File: config.mk
export PLATFORM = sky130hd
export DESIGN_NAME = runway_scheduler
export DESIGN_NICKNAME = d
export VERILOG_FILES = /design/src/rtl/atc_pkg.sv /design/src/rtl/runway_timer.sv /design/src/rtl/runway_scheduler.sv
export SDC_FILE = /design/constraint.sdc
export NUM_CORES = 1
export LEC_CHECK = 0
export ABC_AREA = 0
export CAP_MARGIN = 20
export CORE_ASPECT_RATIO = 1.1
export CORE_UTILIZATION = 55
export DETAILED_ROUTE_END_ITERATION = 8
export PLACE_DENSITY = 0.86
export SETUP_SLACK_MARGIN = 0.1
export SLEW_MARGIN = 20
export SYNTH_ARGS = -nofsm -noshare
export SYNTH_HDL_FRONTEND = slang
export SYNTH_HIERARCHICAL = 1
export SYNTH_SLANG_ARGS = --single-unit
File: constraint.sdc
create_clock -name clk -period 1 [get_ports clk]
set_clock_uncertainty 0.1 [all_clocks]
set_input_delay 0.15 -clock clk [delete_from_list [all_inputs] [get_ports clk]]
set_output_delay 0.15 -clock clk [all_outputs]
set_load 0.02 [all_outputs]
File: src/rtl/atc_pkg.sv
// Shared definitions for the runway scheduler: runway FSM states,
// runway identifiers and the default occupancy length.
package atc_pkg;

    typedef enum logic [1:0] {
        FREE = 2'd0,
        OCC  = 2'd1,
        CLR  = 2'd2
    } rwy_state_t;

    localparam logic RWY_A = 1'b0;
    localparam logic RWY_B = 1'b1;

    localparam int OCC_CYCLES_DEF = 15;

endpackage

File: src/rtl/runway_timer.sv
// One runway: FREE -> OCC (OCC_CYCLES cycles) -> CLR (1 cycle) -> FREE.
// The runway is busy in OCC and CLR, so each grant blocks it for
// OCC_CYCLES+1 cycles. en=0 freezes state and counter.
module runway_timer
    import atc_pkg::*;
#(
    parameter int OCC_CYCLES = OCC_CYCLES_DEF
) (
    input  logic       clk,
    input  logic       rst_n,
    input  logic       en,
    input  logic       start,
    output logic       busy,
    output rwy_state_t state
);

    localparam int CNT_W = (OCC_CYCLES > 1) ? $clog2(OCC_CYCLES + 1) : 1;
    localparam logic [CNT_W-1:0] CNT_LAST = CNT_W'(OCC_CYCLES - 1);
    localparam logic [CNT_W-1:0] CNT_MAX  = CNT_W'(OCC_CYCLES);

    rwy_state_t       state_nxt;
    logic [CNT_W-1:0] cnt;
    logic [CNT_W-1:0] cnt_nxt;

    // Counter increment that sticks at its ceiling instead of wrapping.
    function automatic logic [CNT_W-1:0] sat_inc(input logic [CNT_W-1:0] v);
        return (v == CNT_MAX) ? v : v + CNT_W'(1);
    endfunction

    // State and occupancy counter registers; held while en is low.
    always_ff @(posedge clk or negedge rst_n) begin
        if (!rst_n) begin
            state <= FREE;
            cnt   <= '0;
        end else if (en) begin
            state <= state_nxt;
            cnt   <= cnt_nxt;
        end
    end

    // Next-state logic: the counter restarts from 0 on every new occupancy.
    always_comb begin
        state_nxt = state;
        cnt_nxt   = cnt;
        case (state)
            FREE: begin
                if (start) begin
                    state_nxt = OCC;
                    cnt_nxt   = '0;
                end
            end
            OCC: begin
                if (cnt >= CNT_LAST) state_nxt = CLR;
                else                 cnt_nxt   = sat_inc(cnt);
            end
            CLR:     state_nxt = FREE;
            default: state_nxt = FREE;
        endcase
    end

    assign busy = (state != FREE);

endmodule

File: src/rtl/runway_scheduler.sv
// Two-runway landing scheduler: round-robin arbitration over N_REQ level
// requests, one registered one-hot grant per cycle, runway A preferred.
module runway_scheduler
    import atc_pkg::*;
#(
    parameter int N_REQ      = 4,
    parameter int OCC_CYCLES = OCC_CYCLES_DEF
) (
    input  logic             clk,
    input  logic             rst_n,
    input  logic             en,
    input  logic [N_REQ-1:0] req,
    output logic [N_REQ-1:0] gnt,
    output logic             gnt_rwy,
    output logic             busy_a,
    output logic             busy_b,
    output logic             wait_o
);

    localparam int PTR_W = (N_REQ > 1) ? $clog2(N_REQ) : 1;

    logic             rst_sync_n;
    rwy_state_t       state_a;
    rwy_state_t       state_b;
    logic [N_REQ-1:0] prev_gnt;
    logic [N_REQ-1:0] elig;
    logic [N_REQ-1:0] gnt_nxt;
    logic [N_REQ-1:0] gnt_q;
    logic [PTR_W-1:0] ptr;
    logic [PTR_W-1:0] ptr_nxt;
    logic [PTR_W-1:0] win_idx;
    logic             found;
    logic             grant_ok;
    logic             rwy_sel;
    logic             start_a;
    logic             start_b;
    logic             wait_nxt;
    logic             gnt_rwy_q;

    // Index modulo N_REQ for a value below 2*N_REQ.
    function automatic logic [PTR_W-1:0] wrap_idx(input int v);
        int w;
        w = (v >= N_REQ) ? v - N_REQ : v;
        return PTR_W'(w);
    endfunction

    // Reset assertion is immediate; release is retimed by a single flop so
    // the first grant can land on the second edge after rst_n rises.
    always_ff @(posedge clk or negedge rst_n) begin
        if (!rst_n) rst_sync_n <= 1'b0;
        else        rst_sync_n <= 1'b1;
    end

    runway_timer #(.OCC_CYCLES(OCC_CYCLES)) u_rwy_a (
        .clk   (clk),
        .rst_n (rst_sync_n),
        .en    (en),
        .start (start_a),
        .busy  (busy_a),
        .state (state_a)
    );

    runway_timer #(.OCC_CYCLES(OCC_CYCLES)) u_rwy_b (
        .clk   (clk),
        .rst_n (rst_sync_n),
        .en    (en),
        .start (start_b),
        .busy  (busy_b),
        .state (state_b)
    );

    // Round-robin pick from ptr over requests not granted last cycle.
    always_comb begin
        elig    = req & ~prev_gnt;
        found   = 1'b0;
        win_idx = '0;
        for (int i = 0; i < N_REQ; i++) begin
            if (!found && elig[wrap_idx(int'(ptr) + i)]) begin
                found   = 1'b1;
                win_idx = wrap_idx(int'(ptr) + i);
            end
        end
        grant_ok = en && found && (state_a == FREE || state_b == FREE);
        rwy_sel  = (state_a == FREE) ? RWY_A : RWY_B;
        start_a  = grant_ok && (rwy_sel == RWY_A);
        start_b  = grant_ok && (rwy_sel == RWY_B);
        gnt_nxt  = '0;
        if (grant_ok) gnt_nxt[win_idx] = 1'b1;
        ptr_nxt  = wrap_idx(int'(win_idx) + 1);
        wait_nxt = (elig != '0) && busy_a && busy_b;
    end

    // Grant, pointer, previous-grant mask and wait registers; en=0 drops the
    // grant pulse but keeps the rest.
    always_ff @(posedge clk or negedge rst_sync_n) begin
        if (!rst_sync_n) begin
            gnt_q     <= '0;
            gnt_rwy_q <= 1'b0;
            prev_gnt  <= '0;
            ptr       <= '0;
            wait_o    <= 1'b0;
        end else if (en) begin
            gnt_q     <= gnt_nxt;
            gnt_rwy_q <= grant_ok & rwy_sel;
            prev_gnt  <= gnt_nxt;
            wait_o    <= wait_nxt;
            if (grant_ok) ptr <= ptr_nxt;
        end else begin
            gnt_q     <= '0;
            gnt_rwy_q <= 1'b0;
        end
    end

    assign gnt     = gnt_q;
    assign gnt_rwy = gnt_rwy_q;

endmodule
==> impl_metrics.ini, run 1 <==
[outcome]
status = stopped before the end
haltStage = global routing (5_1_grt)
toolErrorMsg = [ERROR DPL-0038] Utilization greater than 100%, impossible to legalize

[synthesis]
syn_inst = 139
async_reset_ff_share_pct = 100.0
yosys_warnings = 6
synth_seq_area_share_pct = 43.86
synth_area_um2 = 1426
ys_dominant_reg_cell = dfrtp_1
synth-edff-count = 0
synthMostInstantiatedCell = dfrtp_1
synth_top_area_share_pct = 43.86
synth_nets = 154
synth_area_leaders = dfrtp_1 (44%), ha_1 (7.0%), a22o_2 (3.5%), nand2_1 (3.2%), nand3_1 (2.8%)
avgSynthCellArea_um2 = 10.26
synth_common_cells = dfrtp_1 (25), nand2_1 (12), ha_1 (8), nand3_1 (8), nor2_1 (8)
synth_top_area_cell = dfrtp_1
synth.distinct_cells = 39
ys_seq_elements = 25

[clock_tree]
cts_buffer_depth = 2
cts_num_sinks = 25
cts_root_buffer = clkbuf_4
cts-buffers-inserted = 3
htree_levels = 1

[die]
num_rows = 19
chipWidth_um = 50.56
die_h_um = 55.41
start_util_pct = 57.69
io-pin-count = 15

[timing]
worst_endpoint = u_rwy_a/cnt[3]$_DFFE_PN0P_/D
endpoint_type = sequential cell input

[global_route]
grt_max_degree = 25

[placed_design]
port_buffers = 14
place.gp.congestion = 0.8133
place_ws_ps = -1193
dpl.hpwl_um = 2769
[cell families after synthesis]
group / synth area share, %
flops: 43.86
compound gates: 20.09
mux: 1.754
fa+ha+maj: 7.018
buf+inv: 2.632
other cells: 0.2629
simple gates: 24.39
[timing repair]
| action | CTS |
|---|---|
| hold buffers | 1 |
| hold endpoints to repair | 1 |
| setup buffers | 13 |
| pin swaps | 18 |
| setup endpoints to repair | 32 |
| resized for setup | 89 |
[per-stage QoR]
step           cell area [µm²]  util [%]  std cells  setup TNS (ps)
4_1_cts                   2360     95.45        250          -18970
3_5_place_dp              2031     82.14        232          -24910
3_3_place_gp              2031     82.14        232          -22780
2_1_floorplan             1495         -        139          -13610
==> run 2: changes to the inputs <==
--- a/config.mk
+++ b/config.mk
@@ -7,11 +7,10 @@
 export LEC_CHECK = 0
 export ABC_AREA = 0
 export CAP_MARGIN = 20
-export CORE_ASPECT_RATIO = 1.1
-export CORE_UTILIZATION = 55
+export CORE_AREA = 2 2 63 65
 export DETAILED_ROUTE_END_ITERATION = 8
-export PLACE_DENSITY = 0.86
-export SETUP_SLACK_MARGIN = 0.1
+export DIE_AREA = 0 0 65 67
+export PLACE_DENSITY_LB_ADDON = 0.15
 export SLEW_MARGIN = 20
 export SYNTH_ARGS = -nofsm -noshare
 export SYNTH_HDL_FRONTEND = slang
==> run 2 against run 1 <==
  * The flow now finishes, with violations (negative setup slack)
  * Synthesized cell count did not move
  * Area after synthesis unchanged
==> impl_metrics.ini, run 2 <==
[outcome]
status = finished with violations
violations = negative setup slack

[critical_path]
r2r_start = prev_gnt[3]
path_max_fanout = 5
endpoint_kind = register
reg2reg_to = ptr[1]
worstSetupPathType = reg -> reg
crit_path_frequent_cell = nor2b_4
startpoint_type = register
path_buf_inv = 2
crit_chain = nor2b_4, o41ai_4, buf_4, buf_6, nor2b_4, mux2_4
worstRegToRegCells = 6
slowest_stage = o41ai_4
arrival_ps = 1900
r2r_slack_ps = -840
required_ps = 1060
cp.depth = 6
max_stage_delay_ps = 450
crit_end = ptr[1]
startpoint = prev_gnt[3]
crit_family = compound AO/OA/AOI/OAI gates

[job]
maxCapViolCount = 0

[synthesis]
ys_dominant_reg_cell = dfrtp_1
synth_top_area_cell = dfrtp_1
synth_top_area_share_pct = 43.86
synth_seq_area_share_pct = 43.86
synth-edff-count = 0
synth_area_leaders = dfrtp_1 (44%), ha_1 (7.0%), a22o_2 (3.5%), nand2_1 (3.2%), nand3_1 (2.8%)
synthMostInstantiatedCell = dfrtp_1
synth.distinct_cells = 39
avgSynthCellArea_um2 = 10.26
synth_common_cells = dfrtp_1 (25), nand2_1 (12), ha_1 (8), nand3_1 (8), nor2_1 (8)
synth_nets = 154
yosys_warnings = 6
async_reset_ff_share_pct = 100.0
syn_inst = 139
ys_seq_elements = 25
synth_area_um2 = 1426

[global_route]
track_usage_pct = 18.89
grt_pass1_wl_um = 6230
grt_pass1_vias = 1425
antenna_found_initial = 0
grt_max_degree = 25
globalRoute.totalOverflow = 0

[timing]
slew_violations = 0
post-route-period-util_pct = 184.1
fin_ws_ps = -840.6
rsz0062_at_grt = true
tns_ps = -17590
period_minus_slack_ps = 1841
fmax_ghz = 0.5433
finalSetupViolCount = 32
hold_viol_final = 0

[pwr]
seqPwrFrac_pct = 25.5
power_frac_comb_pct = 65.0
ir_drop_uv = 1494
switching_power_mw = 2.589
powerDensity_nw_per_um2 = 2655
power.share.clock_pct = 9.5
totalPowerFinal_mw = 6.557
internal_power_mw = 3.968
sw_frac_of_total_pct = 39.48
p_leak_nw = 1.147

[die]
num_rows = 22
chipWidth_um = 65
start_util_pct = 39.56
dieArea_um2 = 4355
io-pin-count = 15
design.core.area_um2 = 3606
die_h_um = 67

[drt]
drt.antenna.violating_nets = 0
vias_per_cell = 5.067
drtIter0Drc = 34
wirelength_um = 3946
dr_total_vias = 1363
wl_per_cell_um = 14.67
drc = 0
dr.pass1.iters = 4

[placed_design]
place.gp.congestion = 0.8067
dpl.hpwl_um = 2523
placed_cells = 242
port_buffers = 14
place_ws_ps = -1221

[hold_path]
min_path_type = reg -> async

[clock_tree]
cts_num_sinks = 25
htree_levels = 1
cts_root_buffer = clkbuf_8
clk_pin_slew_ps = 90
clock_latency_ps = 280
cts_tree = built
cts-buffers-inserted = 3
cts_buffer_depth = 2

[layout]
finalNetCount = 237
multi_input_area_um2 = 1028
drive_gt1_share_pct = 59.28
diodes = 0
fin_cells = 269
final_common_cell = buf_4
utilization_pct = 68.49
n_fill_cell = 269
seq_area_um2 = 626.9
area_growth_pct = 73.16
layout_common_cells = buf_4 (53), dfrtp_1 (24), buf_6 (17)
-- run 2: cell counts after synthesis --
No cell type changed its count.
-- run 2: worst min path at each step --
stage	start	slack [ps]	endpoint	cells after the start
after global routing	rst_sync_n	140	gnt[2]	1
after global placement	rst_sync_n	110	gnt[3]	1
after floorplan	rst_n	-250	rst_sync_n	0
after CTS	rst_sync_n	120	u_rwy_b/cnt[2]	1
after detailed placement	rst_sync_n	110	u_rwy_b/cnt[2]	1
final	rst_sync_n	110	gnt[0]	1
-- run 2: through the flow --
stage                     hold slack, ps  area (µm²)
after global placement             110.3        2004
after global routing               141.5        2470
after floorplan                   -245.6        1488
after detailed placement           114.3        2004
final                              112.5        2470
after CTS                          122.3        2277
-- run 2: layout make-up --
cell class / instances / area share (%)
tap: 48 / 2.432
sequential: 25 / 25.38
multi-input combinational: 107 / 41.64
timing repair buffer: 78 / 27.46
inverter: 7 / 1.266
clock buffer: 4 / 1.824
-- run 2: kinds of logic (layout without fill, tap and decap cells) --
kind of cell             count (synthesis)  after routing  share of synthesized area (%)
adder cells (fa/ha/maj)                  8              8                          7.018
AND/OR/NAND/NOR                         60             61                          24.39
flip-flops                              25             25                          43.86
AO/OA/AOI/OAI                           35             35                          20.09
multiplexers                             2              2                          1.754
other                                    1              1                         0.2629
buffers and inverters                    8             89                          2.632
-- run 2: routing by layer --
metal	vias up	GRT usage [%]	routed length, µm
met5	-	0	0
met4	0	7.979	58
met3	5	1.858	100
met2	15	35.57	2147
met1	673	21.64	1640
li1	670	-	-
-- run 2: what timing repair did --
action / 4_1_cts / 5_1_grt
cloned: 0 / 1
hold buffers: 1 / 0
setup endpoints to repair: 32 / 32
gates resized for setup: 75 / 26
endpoints found under the hold margin: 1 / 0
pin swaps: 16 / 6
setup buffers: 13 / 9
-- run 2: power groups by stage --
stage               Combinational [mW]  Clock [mW]  Sequential, mW
floorplan                         1.60           0            1.77
global placement                  3.09           0            1.62
detailed placement                3.18           0            1.63
CTS                               3.69       0.624            1.64
global route                      4.65       0.692            1.71
finish                            4.26       0.620            1.67
Note: power is estimated with default switching activity, not from simulation.
==> run 3: changes to the inputs <==
--- a/config.mk
+++ b/config.mk
@@ -7,9 +7,8 @@
 export LEC_CHECK = 0
 export ABC_AREA = 0
 export CAP_MARGIN = 20
-export CORE_AREA = 2 2 63 65
+export CORE_UTILIZATION = 37
 export DETAILED_ROUTE_END_ITERATION = 8
-export DIE_AREA = 0 0 65 67
 export PLACE_DENSITY_LB_ADDON = 0.15
 export SLEW_MARGIN = 20
 export SYNTH_ARGS = -nofsm -noshare
==> run 3 against run 2 <==
  * The run still ends with negative setup slack left
  * Sequential cell count unchanged
  * First-iteration DRC count up 18%
  * Highest routed layer unchanged
  * Non-clock buffer count down 7
==> impl_metrics.ini, run 3 (synthesized netlist as in run 2, its figures left out) <==
[outcome]
status = finished with violations
violations = negative setup slack

[clock_tree]
cts_num_sinks = 25
cts_tree = built
cts_buffer_depth = 2
cts-buffers-inserted = 3
clk_pin_slew_ps = 90
clock_latency_ps = 270
cts_root_buffer = clkbuf_8
htree_levels = 1

[global_route]
grt_max_degree = 25
grt_pass1_vias = 1414
use_met2_pct = 33.11
use_met1_pct = 21.62
globalRoute.totalOverflow = 0
antenna_found_initial = 0
met3_usage_pct = 3.036
grt.busiest_layer = met2
grt_pass1_wl_um = 5968
track_usage_pct = 18.84

[job]
maxCapViolCount = 0

[layout]
finalNetCount = 229
area_growth_pct = 65.53
layout_common_cells = buf_4 (49), dfrtp_1 (21), buf_6 (14)
diodes = 0
drive_gt1_share_pct = 58.69
fin_area_um2 = 2361
n_fill_cell = 298
final_common_cell = buf_4
utilization_pct = 64.01

[drt]
wirelength_um = 3695
drtIter0Drc = 40
dr.pass1.iters = 4
drt.antenna.violating_nets = 0
vias_per_cell = 5.172
dr_total_vias = 1350
drc = 0
wl_per_cell_um = 14.16

[die]
design.core.area_um2 = 3689
io-pin-count = 15
dieArea_um2 = 4108
num_rows = 22
start_util_pct = 38.67
die_h_um = 64.09
chipWidth_um = 64.09

[timing]
rsz0062_at_grt = true
timing.hold.ws_ps = 114.9
period_minus_slack_ps = 1926
finalSetupViolCount = 32
fmax_ghz = 0.5192
hold_viol_final = 0
slew_violations = 0
post-route-period-util_pct = 192.6
fin_ws_ps = -926.0

[critical_path]
crit_chain = clkdlybuf4s50_1, nor2b_4, o41ai_4, nor4_2, o221ai_2, or4_1, nand3_1
startpoint_type = primary input
max_stage_delay_ps = 530
endpoint_kind = register
path_max_fanout = 5
required_ps = 1110
crit_family = simple AND/OR/NAND/NOR gates
path_buf_inv = 1
worstSetupPathType = in -> reg
slowest_stage = clkdlybuf4s50_1
arrival_ps = 2040

[placed_design]
dpl.hpwl_um = 2485
place.gp.congestion = 0.8583
postPlaceCellArea_um2 = 2019
port_buffers = 14

[pwr]
totalPowerFinal_mw = 6.287
powerDensity_nw_per_um2 = 2663
ir_drop_uv = 1607
p_leak_nw = 1.105

[hold_path]
min_path_type = reg -> async
[run 3: timing repair]
action                     4_1_cts  5_1_grt
hold buffers                     1        0
hold endpoints to repair         1        0
resized for setup               72       21
setup endpoints to repair       32       32
buffers inserted                 9        5
pin swaps                       13       12
[run 3: stage by stage]
stage | setup slack, ps | TNS, ps | instances
floorplan | -814.4 | -13610 | 139
global placement | -1114 | -23500 | 244
detailed placement | -1178 | -24280 | 244
CTS | -832.2 | -16830 | 258
global route | -989.1 | -19760 | 261
finish | -926.0 | -17840 | 261
[run 3: path summary, 6_finish.rpt]
kind / startpoint / end / slack, ps / depth (start not counted)
worst max register to register: prev_gnt[0] / ptr[1] / -900 / 6
worst min register to register: rst_sync_n / u_rwy_b/cnt[1] / 110 / 1
min in group clk: u_rwy_b/state[1] / gnt_rwy / 420 / 1
worst max-delay path: req[1] / u_rwy_b/cnt[3] / -930 / 7
max in group asynchronous: rst_n / rst_sync_n / 250 / 2
worst min-delay path: rst_sync_n / u_rwy_b/cnt[1] / 110 / 1
[run 3: per-layer routing]
| metal | wire, µm | vias to the layer above |
|---|---|---|
| met1 | 1581 | 652 |
| met3 | 112 | 13 |
| met2 | 1876 | 34 |
| met5 | 0 | - |
| li1 | - | 651 |
| met4 | 125 | 0 |
[run 3: area by class of cell]
class | instances | area, µm² | area share [%]
timing repair buffer | 71 | 615.6 | 26.07
clock inverter | 1 | 5.005 | 0.2120
tap | 48 | 60.06 | 2.544
multi-input combinational | 106 | 979.7 | 41.49
inverter | 7 | 28.78 | 1.219
clock buffer | 3 | 41.29 | 1.749
sequential | 25 | 630.6 | 26.71
[run 3: where the power goes]
part	total [mW]	internal [mW]	switching [mW]
sequential	1.68	1.35	0.324
clock	0.609	0.279	0.330
combinational	4.00	2.19	1.81
==> run 4: changes to the inputs <==
--- a/config.mk
+++ b/config.mk
@@ -8,6 +8,7 @@
 export ABC_AREA = 0
 export CAP_MARGIN = 20
 export CORE_UTILIZATION = 37
+export CTS_CLUSTER_DIAMETER = 30
 export DETAILED_ROUTE_END_ITERATION = 8
 export PLACE_DENSITY_LB_ADDON = 0.15
 export SLEW_MARGIN = 20
==> results of run 4 <==
Final layout, timing and power as in run 3 (identical DEF).
